===== config.mk =====
export PLATFORM = sky130hd
export DESIGN_NAME = per2apb
export DESIGN_NICKNAME = d
export VERILOG_FILES = /design/src/rtl/per2apb.sv
export SDC_FILE = /design/constraint.sdc
export NUM_CORES = 1
export LEC_CHECK = 0
export CAP_MARGIN = 20
export CORE_ASPECT_RATIO = 1.5
export CORE_UTILIZATION = 28
export DETAILED_ROUTE_END_ITERATION = 10
export PLACE_DENSITY_LB_ADDON = 0.3
export SLEW_MARGIN = 5
export SYNTH_ARGS = -nofsm -noshare
export SYNTH_HDL_FRONTEND = slang
export SYNTH_SLANG_ARGS = --single-unit

===== constraint.sdc =====
create_clock -name clk -period 1.8 [get_ports clk]
set_input_delay 0.36 -clock clk [delete_from_list [all_inputs] [get_ports clk]]
set_output_delay 0.36 -clock clk [all_outputs]
set_load 0.01 [all_outputs]

===== src/rtl/per2apb.sv =====
`default_nettype none
// ============================================================================
//  Module   : per2apb
//  Purpose  : Peripheral-interconnect (req/gnt/r_valid) slave to APB3 master
//             bridge. One outstanding transfer; every grant yields exactly
//             one response beat.
//  Options  : PER2APB_TIMEOUT_EN - abort an ACCESS phase that waits
//             TIMEOUT_CYCLES cycles without PREADY, answering with error.
//  Revision : 1.0 - initial release
// ============================================================================
module per2apb #(
  parameter int ADDR_WIDTH     = 32,
  parameter int DATA_WIDTH     = 32,
  parameter int TIMEOUT_CYCLES = 255
) (
  input  logic                    clk,
  input  logic                    rst,
  input  logic                    per_slave_req_i,
  input  logic [ADDR_WIDTH-1:0]   per_slave_add_i,
  input  logic                    per_slave_we_i,
  input  logic [DATA_WIDTH-1:0]   per_slave_wdata_i,
  input  logic [DATA_WIDTH/8-1:0] per_slave_be_i,
  output logic                    per_slave_gnt_o,
  output logic                    per_slave_r_valid_o,
  output logic                    per_slave_r_opc_o,
  output logic [DATA_WIDTH-1:0]   per_slave_r_rdata_o,
  output logic [ADDR_WIDTH-1:0]   PADDR,
  output logic [DATA_WIDTH-1:0]   PWDATA,
  output logic                    PWRITE,
  output logic                    PSEL,
  output logic                    PENABLE,
  input  logic [DATA_WIDTH-1:0]   PRDATA,
  input  logic                    PREADY,
  input  logic                    PSLVERR
);

  typedef enum logic [1:0] {
    S_IDLE   = 2'd0,
    S_SETUP  = 2'd1,
    S_ACCESS = 2'd2,
    S_RESP   = 2'd3
  } state_t;

  state_t                r_state, w_state_nxt;
  logic [ADDR_WIDTH-1:0] r_paddr, w_paddr_nxt;
  logic [DATA_WIDTH-1:0] r_pwdata, w_pwdata_nxt;
  logic                  r_pwrite, w_pwrite_nxt;
  logic                  r_psel, w_psel_nxt;
  logic                  r_penable, w_penable_nxt;
  logic                  r_valid, w_valid_nxt;
  logic                  r_opc, w_opc_nxt;
  logic [DATA_WIDTH-1:0] r_rdata, w_rdata_nxt;
  logic                  w_grant;

  // APB3 carries no byte strobes, so the enables are intentionally dropped.
  logic w_unused_be;
  assign w_unused_be = ^per_slave_be_i;

`ifdef PER2APB_TIMEOUT_EN
  // Abort fires in the ACCESS cycle whose stall would bring the count to the limit.
  localparam logic [15:0] c_tmo_last = 16'(TIMEOUT_CYCLES - 1);
  logic [15:0] r_tmo_cnt, w_tmo_cnt_nxt;
`else
  localparam int c_unused_timeout = TIMEOUT_CYCLES;
`endif

  // Grant only from IDLE and never while reset is asserted.
  assign w_grant = per_slave_req_i && (r_state == S_IDLE) && !rst;

  // Next-state and next-value logic for all registered outputs.
  always_comb begin
    w_state_nxt   = r_state;
    w_paddr_nxt   = r_paddr;
    w_pwdata_nxt  = r_pwdata;
    w_pwrite_nxt  = r_pwrite;
    w_psel_nxt    = r_psel;
    w_penable_nxt = r_penable;
    w_valid_nxt   = 1'b0;
    w_opc_nxt     = r_opc;
    w_rdata_nxt   = r_rdata;
`ifdef PER2APB_TIMEOUT_EN
    w_tmo_cnt_nxt = r_tmo_cnt;
`endif
    case (r_state)
      S_IDLE: begin
        if (w_grant) begin
          w_paddr_nxt   = per_slave_add_i;
          w_pwdata_nxt  = per_slave_wdata_i;
          w_pwrite_nxt  = per_slave_we_i;
          w_psel_nxt    = 1'b1;
          w_penable_nxt = 1'b0;
          w_state_nxt   = S_SETUP;
        end
      end
      S_SETUP: begin
        w_penable_nxt = 1'b1;
        w_state_nxt   = S_ACCESS;
`ifdef PER2APB_TIMEOUT_EN
        w_tmo_cnt_nxt = '0;
`endif
      end
      S_ACCESS: begin
        if (PREADY) begin
          // PREADY takes priority over a simultaneous timeout expiry.
          w_psel_nxt    = 1'b0;
          w_penable_nxt = 1'b0;
          w_opc_nxt     = PSLVERR;
          w_rdata_nxt   = r_pwrite ? '0 : PRDATA;
          w_valid_nxt   = 1'b1;
          w_state_nxt   = S_RESP;
        end
`ifdef PER2APB_TIMEOUT_EN
        else if (r_tmo_cnt == c_tmo_last) begin
          w_psel_nxt    = 1'b0;
          w_penable_nxt = 1'b0;
          w_opc_nxt     = 1'b1;
          w_rdata_nxt   = '0;
          w_valid_nxt   = 1'b1;
          w_state_nxt   = S_RESP;
        end else begin
          w_tmo_cnt_nxt = r_tmo_cnt + 16'd1;
        end
`endif
      end
      S_RESP: begin
        w_state_nxt = S_IDLE;
      end
      default: begin
        w_state_nxt = S_IDLE;
      end
    endcase
  end

  // State and output registers with synchronous reset.
  always_ff @(posedge clk) begin
    if (rst) begin
      r_state   <= S_IDLE;
      r_paddr   <= '0;
      r_pwdata  <= '0;
      r_pwrite  <= 1'b0;
      r_psel    <= 1'b0;
      r_penable <= 1'b0;
      r_valid   <= 1'b0;
      r_opc     <= 1'b0;
      r_rdata   <= '0;
`ifdef PER2APB_TIMEOUT_EN
      r_tmo_cnt <= '0;
`endif
    end else begin
      r_state   <= w_state_nxt;
      r_paddr   <= w_paddr_nxt;
      r_pwdata  <= w_pwdata_nxt;
      r_pwrite  <= w_pwrite_nxt;
      r_psel    <= w_psel_nxt;
      r_penable <= w_penable_nxt;
      r_valid   <= w_valid_nxt;
      r_opc     <= w_opc_nxt;
      r_rdata   <= w_rdata_nxt;
`ifdef PER2APB_TIMEOUT_EN
      r_tmo_cnt <= w_tmo_cnt_nxt;
`endif
    end
  end

  assign per_slave_gnt_o     = w_grant;
  assign per_slave_r_valid_o = r_valid;
  assign per_slave_r_opc_o   = r_opc;
  assign per_slave_r_rdata_o = r_rdata;
  assign PADDR               = r_paddr;
  assign PWDATA              = r_pwdata;
  assign PWRITE              = r_pwrite;
  assign PSEL                = r_psel;
  assign PENABLE             = r_penable;

endmodule
`default_nettype wire


### Word-level counts from Yosys, hierarchy flattened

Index checks and enable logic that the tools add are counted.

* bitwise operators: 1
* reduce and logical (&&, ||, !) cells: 12
* mux-type cells: 10
* equality and inequality tests: 5

Operators with widths (count)
* $mux W32: 1
* $pmux W2 S4: 1
* $reduce_and A2 Y1: 3
* $reduce_and A3 Y1: 2
* $eq A2 B2 Y1 const B: 2
* $mux W1: 4
* $mux W2: 2
* $ne A2 B2 Y1 const B: 2
* $pmux W1 S3: 1
* $reduce_bool A3 Y1: 1
* $eq A2 B1 Y1 const B: 1
* $logic_and A1 B1 Y1: 2
* $logic_not A2 Y1: 1
* $pmux W1 S2: 1
* $reduce_bool A2 Y1: 1
* $reduce_or A2 Y1: 1
* $logic_not A1 Y1: 1
* $not A1 Y1: 1

* input port bits: 106
* register bits after elaboration: 103
* output and inout bits: 102

### Depth between registers and ports, before layout

Gate-level depths: netlist of the first run.

* depth after elaboration: 5
* mapped depth: 7
* gate-level depth less buffers: 5

### Worst setup path after synthesis of the first run

OpenSTA, ideal clock, no wires.

* path type: register -> output
* start: register r_state[0]
* end: output per_slave_gnt_o
* arrival time: 1.113 ns
* setup slack: 0.327 ns
* stages on the path, launching flop included: 6
* cells stage by stage: dfxtp_1 > inv_1 > ha_1 > nand2_1 > clkbuf_1 > nor2_1

* cells in the longest elaborated chain, start to end: 3

Ends and longest elaborated chain
* from (decl): RTL line 44 `state_t r_state, w_state_nxt;`
* from (signal assigned): RTL line 150 `r_state <= w_state_nxt;`
* $logic_not A2 Y1: RTL line 68 `assign w_grant = per_slave_req_i && (r_state == S_IDLE) && !rst;`
* $logic_and A1 B1 Y1 (2 in a row): RTL line 68
* to (decl): RTL line 23 `output logic per_slave_gnt_o,`

Every way passes these cells.

### Worst setup path after layout of the first run

* start: register r_state[1]
* end: output per_slave_gnt_o

The elaborated chain is that of the path after synthesis.

==> results of run 1 <==
routing by layer:
metal / global-route usage / vias to the layer above / part of all wire
li1: - / 1690 / -
met1: 0.1729 / 1574 / 0.40
met2: 0.2632 / 148 / 0.49
met3: 0.04777 / 20 / 0.083
met4: 0.06721 / 0 / 0.027
met5: 0 / - / 0
cells by family after synthesis:
family          Yosys count
simple gates            147
compound gates          104
flops                   103
buf+inv                  30
fa+ha+maj                 4
mux                       2
metrics by stage:
step	std cells	total power, mW	hold WS [ns]
3_3_place_gp	732	5.130	0.4414
4_1_cts	746	7.564	0.4321
2_1_floorplan	390	3.994	0.4805
6_report	746	7.457	0.4534
3_5_place_dp	732	5.190	0.4468
5_1_grt	746	7.877	0.4636
power groups by stage:
stage	Combinational, mW	Sequential (mW)	Clock, mW
detailed placement	2.29	2.90	0
floorplan	0.942	3.05	0
CTS	2.31	2.85	2.41
finish	2.28	2.84	2.33
global route	2.49	2.89	2.49
global placement	2.26	2.87	0
synthesized netlist by cell type:
library cell / number
a211oi_1: 2
a21o_1: 1
a21oi_1: 68
a22o_1: 32
and2_1: 1
buf_2: 14
buf_4: 1
buf_6: 8
clkbuf_1: 5
dfxtp_1: 103
ha_1: 4
inv_1: 2
mux2i_1: 2
nand2_1: 134
nand2_2: 1
nand2b_1: 5
nand3_1: 1
nor2_1: 3
nor2b_1: 1
nor3_4: 1
o211ai_1: 1
final cells by class:
type,count,area [um^2],area share
Tap cell,156,195.2,0.03197
Sequential cell,103,2062,0.3378
Timing Repair Buffer,214,2165,0.3546
Clock buffer,9,225.2,0.03689
Multi-Input combinational cell,257,1319,0.2160
Clock inverter,5,131.4,0.02152
Inverter,2,7.507,0.001230
final timing paths:
path | startpoint | end | slack [ns] | cells after the start
worst max-delay path | r_state[1] | per_slave_gnt_o | 0.08 | 5
worst min-delay path | PADDR[17] | PADDR[17] | 0.45 | 2
worst max register to register | r_state[1] | PWDATA[20] | 0.27 | 6
worst min register to register | PADDR[17] | PADDR[17] | 0.45 | 2
worst register-to-register path, delay by kind of cell (launching register included):
| family | cells | cell delay (ns) |
|---|---|---|
| adder cells (fa/ha/maj) | 1 | 0.19 |
| buffers and inverters | 2 | 0.48 |
| flip-flops | 1 | 0.38 |
| AO/OA/AOI/OAI | 1 | 0.17 |
| AND/OR/NAND/NOR | 2 | 0.24 |
registers in the layout, summed over array words and instances, names as in the netlist, 2 cells and up:
| register | count |
|---|---|
| PADDR | 32 |
| PWDATA | 32 |
| per_slave_r_rdata_o | 32 |
| r_state | 2 |
timing repair:
item	CTS	global route
cloned	0	0
gates resized for setup	4	3
hold endpoints to repair	0	0
endpoints found under the setup margin	1	13
==> summary.txt, run 1 <==
Status - completed
GRT Util Overall - 0.1538
Post-DP Area - 5738 um^2
Synth Area per Inst - 9.134 um^2
GP Congestion - 0.7432
Worst EP arrival - 1.36 ns
Post-Synth XOR/XNOR Area - 0
Initial antenna violation count - 0
Synthesized flop and latch total - 103
Clock Tree Buf Depth - 2
First-pass GRT wire length - 16.16 mm
Row count - 50
DR vias/cell - 4.601
# diodes - 0
Worst setup EP type - output pin
Sw Pwr - 2.114 mW
Post-detailed-route wirelength per cell - 13.80 um
WS Path Type - reg -> out
Max stage delay on crit path - 0.34 ns
P&R area growth vs syn - 71.37%
HPWL after DPL - 7.394 mm
Die Height - 140.1 um
Synth Cell Area - 3562 um^2
CP Cell Sequence - inv_1 > ha_2 > nand2_2 > nor2_2 > clkdlybuf4s15_2
Post-synthesis sequential area ratio - 0.5789
Yosys warns - 0
Nets - 697
Clock share of power - 0.313
Most common cell after layout, fill and taps aside - clkdlybuf4s50_1
DRC - 0
Core area - 12450 um^2
Dominant cell type by area after synthesis - dfxtp_1
Largest net degree at the start of global routing - 66
Initial Util - 0.2861
Final min period - 1.715 ns
Die width - 94.10 um
FMAX - 583.1 MHz
Post-Syn Nets - 500
Util after Layout - 0.4904
Detailed Route Iter0 Violations - 83
Hold_buf cts - 0
Routed WL - 10.30 mm
Yosys cell types - 21
Largest delay share family, worst path - flip-flops
Setup Fix Bufs, Post-CTS - 0
I/O pins - 208
Main combinational cell family by area after synthesis - compound AO/OA/AOI/OAI gates
Setup Skew - 0.007803 ns
Startpoint Class - flip-flop
DR pass1 iterations - 4
Vias in the first global route - 3375
Setup violators final - 0
Port-buffer cells - 203
Post-route setup TNS - 0 ns
Multiplexer area fraction after synthesis - 0.005620
Slew Viols, Final - 0
Via count - 3432
Synth Area in Simple Gates - 0.1644
Crit-path max FO - 4
CTS Buf Count - 9
Slew @ Worst Pin - 0.5005 ns
WP buf/inv - 2
Synth top area cells - dfxtp_1, nand2_1, a21oi_1, a22o_1, buf_6
Hold crit path type - reg -> reg
Max-cap viol count - 0
Share of layout cells above drive strength 1 - 0.05932
Post-synth top area share - 0.5789
Final period utilization - 0.9528
CTS tree - built
Dpl ws - -0.1724 ns
Sw Share - 0.2835
CTS sink count - 103
Pwr/cell area - 1222 nW/um^2
H-tree depth - 3
Reg power frac - 0.381
Worst-Skew Late Latency - 0.34 ns
CP required - 1.44 ns
Full die area - 13190 um^2
Global route overflow - 0
Slowest cell on the critical path - dfxtp_1
Leak - 2.287 nW
Highest-count cells in the layout ignoring fill and taps - clkdlybuf4s50_1, nand2_1, dfxtp_1
Int Pwr - 5.343 mW
Slew Limit Headroom - 0.6663
Worst setup margin - 0.08494 ns
Synth Area in Compound Gates - 0.1826
Combinational power share - 0.306
Fin. Hold Viols - 0
Design area - 6105 um^2
Max rail drop VDD - 0.4823 mV
Fill count - 1174
Adder-Cell Fraction of Synth Area - 0.01405
Worst-path clk slew - 0.07 ns
Post-DRT Antenna Nets - 0
Cells after Synth - 390
Clock root cell - clkbuf_16
Note: power is estimated with default switching activity, not from simulation.
==> inputs of run 2 (changes only) <==
--- a/config.mk
+++ b/config.mk
@@ -5,6 +5,7 @@
 export SDC_FILE = /design/constraint.sdc
 export NUM_CORES = 1
 export LEC_CHECK = 0
+export ABC_CLOCK_PERIOD_IN_PS = 1800
 export CAP_MARGIN = 20
 export CORE_ASPECT_RATIO = 1.5
 export CORE_UTILIZATION = 28
==> results of run 2 <==
Final layout, timing and power as in run 1 (identical DEF).
==> inputs of run 3 (changes only) <==
--- a/config.mk
+++ b/config.mk
@@ -10,6 +10,7 @@
 export CORE_ASPECT_RATIO = 1.5
 export CORE_UTILIZATION = 28
 export DETAILED_ROUTE_END_ITERATION = 10
+export HOLD_SLACK_MARGIN = 0.08
 export PLACE_DENSITY_LB_ADDON = 0.3
 export SLEW_MARGIN = 5
 export SYNTH_ARGS = -nofsm -noshare
==> results of run 3 <==
Final layout, timing and power as in run 1 (identical DEF).
